[src/rtl/uart_rx.sv]
// UART receiver: 16x oversampled deserialiser with start-bit
// qualification, centre sampling and stop-bit framing check.
module uart_rx #(
  parameter int DBIT    = 8,
  parameter int SB_TICK = 16
) (
  input  logic            CLK,
  input  logic            RESET,
  input  logic            RX,
  input  logic            S_TICK,
  output logic [DBIT-1:0] DOUT,
  output logic            RX_DONE_TICK,
  output logic            FRAME_ERR,
  output logic            BUSY
);

  localparam int SW = (SB_TICK > 16) ? 5 : 4;
  localparam int NW = (DBIT > 1) ? $clog2(DBIT) : 1;

  localparam logic [SW-1:0] S_MID  = SW'(7);
  localparam logic [SW-1:0] S_END  = SW'(15);
  localparam logic [SW-1:0] S_STOP = SW'(SB_TICK - 1);
  localparam logic [NW-1:0] N_LAST = NW'(DBIT - 1);

  typedef enum logic [1:0] {
    IDLE,
    START,
    DATA,
    STOP
  } state_t;

  state_t            state_q;
  logic [SW-1:0]     s_q;
  logic [NW-1:0]     n_q;
  logic [DBIT-1:0]   b_q;
  logic [DBIT-1:0]   dout_q;
  logic              ferr_q;
  logic              done_q;
  logic [1:0]        sync_q;
  logic              rx_s;

  assign rx_s = sync_q[1];

  // Two-stage synchroniser for the asynchronous serial line.
  always_ff @(posedge CLK or posedge RESET) begin
    if (RESET) begin
      sync_q <= 2'b11;
    end else begin
      sync_q <= {sync_q[0], RX};
    end
  end

  // Receive FSM with registered data, error and done outputs.
  always_ff @(posedge CLK or posedge RESET) begin
    if (RESET) begin
      state_q <= IDLE;
      s_q     <= '0;
      n_q     <= '0;
      b_q     <= '0;
      dout_q  <= '0;
      ferr_q  <= 1'b0;
      done_q  <= 1'b0;
    end else begin
      done_q <= 1'b0;
      unique case (state_q)
        IDLE: begin
          if (!rx_s) begin
            state_q <= START;
            s_q     <= '0;
          end
        end
        START: begin
          if (S_TICK) begin
            if (s_q == S_MID) begin
              if (rx_s) begin
                state_q <= IDLE;
              end else begin
                state_q <= DATA;
                s_q     <= '0;
                n_q     <= '0;
              end
            end else begin
              s_q <= s_q + SW'(1);
            end
          end
        end
        DATA: begin
          if (S_TICK) begin
            if (s_q == S_END) begin
              s_q <= '0;
              b_q <= {rx_s, b_q[DBIT-1:1]};
              if (n_q == N_LAST) begin
                state_q <= STOP;
              end else begin
                n_q <= n_q + NW'(1);
              end
            end else begin
              s_q <= s_q + SW'(1);
            end
          end
        end
        STOP: begin
          if (S_TICK) begin
            if (s_q == S_STOP) begin
              state_q <= IDLE;
              dout_q  <= b_q;
              ferr_q  <= ~rx_s;
              done_q  <= 1'b1;
            end else begin
              s_q <= s_q + SW'(1);
            end
          end
        end
        default: begin
          state_q <= IDLE;
        end
      endcase
    end
  end

  assign DOUT         = dout_q;
  assign FRAME_ERR    = ferr_q;
  assign RX_DONE_TICK = done_q;
  assign BUSY         = (state_q != IDLE);

endmodule

[config.mk]
export PLATFORM = sky130hd
export DESIGN_NAME = uart_rx
export DESIGN_NICKNAME = d
export VERILOG_FILES = /design/src/rtl/uart_rx.sv
export SDC_FILE = /design/constraint.sdc
export NUM_CORES = 1
export LEC_CHECK = 0
export CAP_MARGIN = 30
export CORE_UTILIZATION = 30
export DETAILED_ROUTE_END_ITERATION = 16
export GPL_TIMING_DRIVEN = 0
export PLACE_DENSITY = 0.54
export SETUP_SLACK_MARGIN = 0.05
export SLEW_MARGIN = 20
export SYNTH_ARGS = -nofsm -noshare
export SYNTH_HDL_FRONTEND = slang
export SYNTH_SLANG_ARGS = --single-unit
[constraint.sdc]
create_clock -name CLK -period 4.32 [get_ports CLK]
set_input_delay 0.864 -clock CLK [delete_from_list [all_inputs] [get_ports CLK]]
set_output_delay 0.864 -clock CLK [all_outputs]
set_load 0.02 [all_outputs]
==> Word level (Yosys, flattened, before mapping) <==
Cells that the tools add are included.
{ "classes": {"bitwise_logic": 1, "div_mod_pow": 0, "reduce_logical": 8, "order_cmp": 0, "mux": 28, "eq_ne": 17, "add_sub_neg": 2, "multipliers": 0, "n_shift": 0} }
{ "op_table": {"columns": ["operator", "count"], "rows": [
  ["4-bit two-way mux", 7],
  ["2-bit inequality test, second input constant", 11],
  ["2-bit two-way mux", 9],
  ["3-bit two-way mux", 6],
  ["4-bit case mux with 4 select lines", 1],
  ["2-bit case mux with 4 select lines", 1],
  ["8-bit AND reduction", 1],
  ["7-bit AND reduction", 1],
  ["3-bit case mux with 2 select lines", 1],
  ["3-bit AND reduction", 2],
  ["4-bit by 1-bit adder with 4-bit output, second input constant", 1],
  ["2-bit == test, second input constant", 2],
  ["4-bit by 3-bit == test with 1-bit output, second input constant", 1],
  ["4-bit == test, second input constant", 1],
  ["4-bit AND reduction", 1],
  ["2-bit nonzero test", 2],
  ["3-bit by 1-bit adder with 3-bit output, second input constant", 1],
  ["3-bit == test, second input constant", 1],
  ["1-bit two-way mux", 3],
  ["2-bit by 1-bit == test with 1-bit output, second input constant", 1],
  ["2-bit zero test", 1],
  ["1-bit NOT", 1]
]} }
{ "word_totals": {"latchBits": 0, "romBits": 0, "ram_bits": 0, "word_cells": 64, "output_inout_bits": 11, "reg_bits": 29, "n_memories": 0} }

==> Logic depth before layout (Yosys ltp) <==
{ "logic_depth": {"depth_word": 5, "ltp_mapped": 6, "depth_no_buf": 6} }

==> Least setup slack after synthesis <==
Ideal clock, no wire load.
{ "synth_path": {"path_kind": "input-to-reg", "start": "input S_TICK", "end": "register b_q[0]", "path_buffers": 0, "setup_time_ps": 125, "stages": 3, "t_arrival_ps": 1730, "slack_ps": 2465, "cell_sequence": "inv_1 > nor4_4 > mux2_2"} }
{ "synth_via": {"elab_chain_len": 1} }
{ "synth_rtl": {"columns": ["element", "line", "rtl"], "rows": [
  ["start, declared", "10", "input logic S_TICK,"],
  ["3-bit AND reduction (no line)", null, null],
  ["end signal, assigned", "91", "b_q <= {rx_s, b_q[DBIT-1:1]};"],
  ["end, declared", "35", "logic [DBIT-1:0] b_q;"]
]} }
Every way passes these cells.
A chain may end at the register's enable or synchronous reset.

==> run_results.csv <==
group,metric,value,unit
status,outcome,"finished, final reports clean",
global_routing,grt_max_degree,18,
synth,netlist_instances,104,
synth,synth_edf_count,0,
timing,relSlewSlack,0.544,
routing,drc_errors,0,
timing,setup_viol,0,
synth,synth_top_family_by_area,"multiplexers",
cells_and_area,num_antenna_cells,0,
cts,cts_resized,0,
critical_path,end_kind,"output pin",
routing,via_per_inst,4.97,
critical_path,crit_path_max_incr_delay,0.55,ns
timing,tightest_slew,0.683,ns
routing,drtIter0Drc,36,
timing,finalCriticalPeriod,2.58,ns
global_routing,antenna_found_initial,0,
placement,dp_hpwl,1640,um
timing,fin_skew,0.00611,ns
die,initial_core_util,0.321,
critical_path,worstPathArrival,1.72,ns
routing,vias,879,
synth,synth_fa_ha_area_frac,0.0286,
die,num_io_pins,15,
synth,synth_mux_area_frac,0.146,
synth,synthXorXnorAreaFrac,0,
die,fp.dieArea,4640,um2
power,clkPwrFrac,0.383,
synth,synth_area_per_cell,12.6,um2
die,rows,23,
cts,ctsHoldBuffers,0,
cells_and_area,nFillCells,409,
timing,hold_viol_final,0,
timing,rsz0062_at_grt,"false",
global_routing,overflow,0,
power,p_sw_frac,0.283,
timing,maxSlewViolCount,0,
synth,synth_area_leaders,"dfrtp_1 52%, mux2_2 15%, dfstp_2 4.0%, ha_1 2.9%, nand2_1 2.0%",
power,seq_power_share,0.372,
die,die_x,68.1,um
power,peakVddDrop,0.000415,V
synth,synth_top_area_frac,0.515,
synth,ys_ff_latch,29,
routing,drtPass1Iterations,5,
cells_and_area,fin_nets,133,
cts,h-tree-depth,2,
cts,post_cts_buffers,0,
cts,cts_tree,"yes",
synth,synth-compound-area-share,0.121,
placement,routabilityCongestion,0.797,
power,switchingPower,0.248,mW
synth,synth.net_count,111,
synth,synth.most_common_cell,"dfrtp_1",
die,dieHeight,68.1,um
critical_path,worst_path_max_delay_cell,"clkdlybuf4s50_1",
cells_and_area,drive_above_1_share,0.346,
synth,synthArstFlopShare,1.00,
hold_path,hp-start,"sync_q[0]",
synth,yosys_warnings,0,
timing,timing.fmax,387,MHz
routing,routed_wl,2270,um
critical_path,path_class,"reg2out",
cells_and_area,syn_to_final_growth,26.8,%
synth,ys_top_cells_by_count,"27 x dfrtp_1, 17 x mux2_2, 7 x nand2_1, 7 x nor2_1, 5 x a21oi_1",
power,leakage,0.772,nW
synth,synth_cell_types,33,
cts,clkLatencyLatePin,0.28,ns
timing,post-route-period-util,0.598,
cts,clk_pin_slew,0.06,ns
synth,synth_area_leader_cell,"dfrtp_1",
cts,clockBufferDepth,2,
global_routing,track_usage,0.119,
synth,synth-simple-area-share,0.115,
critical_path,startpoint_type,"register",
cts,cts_num_sinks,29,
power,combinationalPowerShare,0.245,
cells_and_area,fin_cells,177,
routing,postRouteAntennaNets,0,
die,design.core.area,4090,um2
critical_path,required,3.46,ns
power,p_int,0.629,mW
critical_path,crit_fanout,10,
routing,wl_per_cell,12.8,um
placement,dpl.cell_count,169,
power,powerDensity,527,nW/um2
hold_path,hold_class,"reg2reg",
global_routing,grt_pass1_wl,3820,um
timing,setup_tns,0,ns
synth,yosys_most_used_dff,"dfrtp_1",
placement,portBuffers,14,
cts,cts_buffers,5,
synth,seq_area_frac_synth,0.555,
job,maxCapViolCount,0,
global_routing,grt_pass1_vias,828,
synth,mappedNetlistArea,1310,um2
critical_path,r2r_start,"n_q[0]",
critical_path,crit_chain,"buf_4 > nor2_1 > inv_2 > clkdlybuf4s50_1",
cts,root_buffer,"clkbuf_8",
path summary, 6_finish.rpt:
check	end	slack, ns	depth (start not counted)
setup / recovery	BUSY	1.74	4
hold / removal	sync_q[1]	0.36	0
setup reg to reg	n_q[0]	2.46	6
hold reg to reg	sync_q[1]	0.36	0
max in group asynchronous	sync_q[0]	2.72	3
min in group asynchronous	RX_DONE_TICK	0.99	2
cells in the final DEF, fill, tap and decap left out, types with 2 or more instances in the layout:
| cell type | count |
|---|---|
| a21oi_1 | 5 |
| nor3_1 | 2 |
| inv_1 | 2 |
| dfstp_2 | 2 |
| clkbuf_8 | 5 |
| dfrtp_1 | 27 |
| a22o_1 | 2 |
| nand2_1 | 7 |
| or3b_1 | 2 |
| nor2_1 | 7 |
| clkdlybuf4s50_1 | 14 |
| inv_2 | 2 |
| ha_1 | 3 |
| a22o_2 | 2 |
| nand3_1 | 2 |
| buf_2 | 2 |
| or2_2 | 2 |
| mux2_2 | 17 |
| a221o_2 | 2 |
| bufinv_16 | 2 |
cell families (layout without fill, tap and decap cells):
family / after synthesis / in the layout
AOI/OAI and AO/OA: 20 / 20
muxes: 17 / 17
adders and majority gates: 3 / 3
buffers and inverters: 8 / 31
DFF: 29 / 29
and+or+nand+nor: 27 / 27
final cells by class:
cell class / count / area, um2 / area share
clock inverter: 3 / 65.1 / 0.0391
timing repair buffer: 15 / 155 / 0.0933
tap: 50 / 62.6 / 0.0376
sequential: 29 / 728 / 0.438
buffer: 4 / 28.8 / 0.0173
inverter: 4 / 15.0 / 0.00903
clock buffer: 5 / 68.8 / 0.0414
multi-input combinational: 67 / 539 / 0.324
critical path, delay by kind of cell, from the launching register on:
kind | cells | cell delay, ns
buffers and inverters | 3 | 0.81
AND/OR/NAND/NOR | 1 | 0.27
flip-flops | 1 | 0.37
per-layer routing:
layer | track usage | vias to the layer above | part of all wire
met2 | 0.173 | 17 | 0.47
met4 | 0.0859 | 0 | 0.032
met3 | 0.0400 | 7 | 0.041
met5 | 0 | - | 0
li1 | - | 426 | -
met1 | 0.145 | 429 | 0.46
sequential cells by signal, summed over array words and instances, names as in the netlist, named ones only:
| name | count |
|---|---|
| b_q | 8 |
| DOUT | 8 |
| n_q | 3 |
| RX_DONE_TICK | 1 |
| FRAME_ERR | 1 |
| state_q | 1 |
| s_q | 4 |
| sync_q | 2 |
power by group through the flow:
stage | Combinational, mW | Sequential (mW) | Clock (mW)
floorplan | 0.166 | 0.332 | 0
global placement | 0.211 | 0.330 | 0
detailed placement | 0.217 | 0.332 | 0
CTS | 0.217 | 0.326 | 0.344
global route | 0.239 | 0.330 | 0.356
finish | 0.215 | 0.326 | 0.335
per-stage QoR:
step / utilization / hold WS (ns) / worst slack (ns) / cell area (um2) / power (mW)
3_3_place_gp: 0.370 / 0.346 / 1.59 / 1510 / 0.541
5_1_grt: 0.407 / 0.360 / 1.69 / 1660 / 0.925
3_5_place_dp: 0.374 / 0.348 / 1.60 / 1530 / 0.548
6_report: 0.407 / 0.355 / 1.74 / 1660 / 0.877
2_1_floorplan: - / 0.345 / 2.47 / 1310 / 0.498
4_1_cts: 0.407 / 0.357 / 1.73 / 1660 / 0.888
Power figures use the tool's default switching activity.
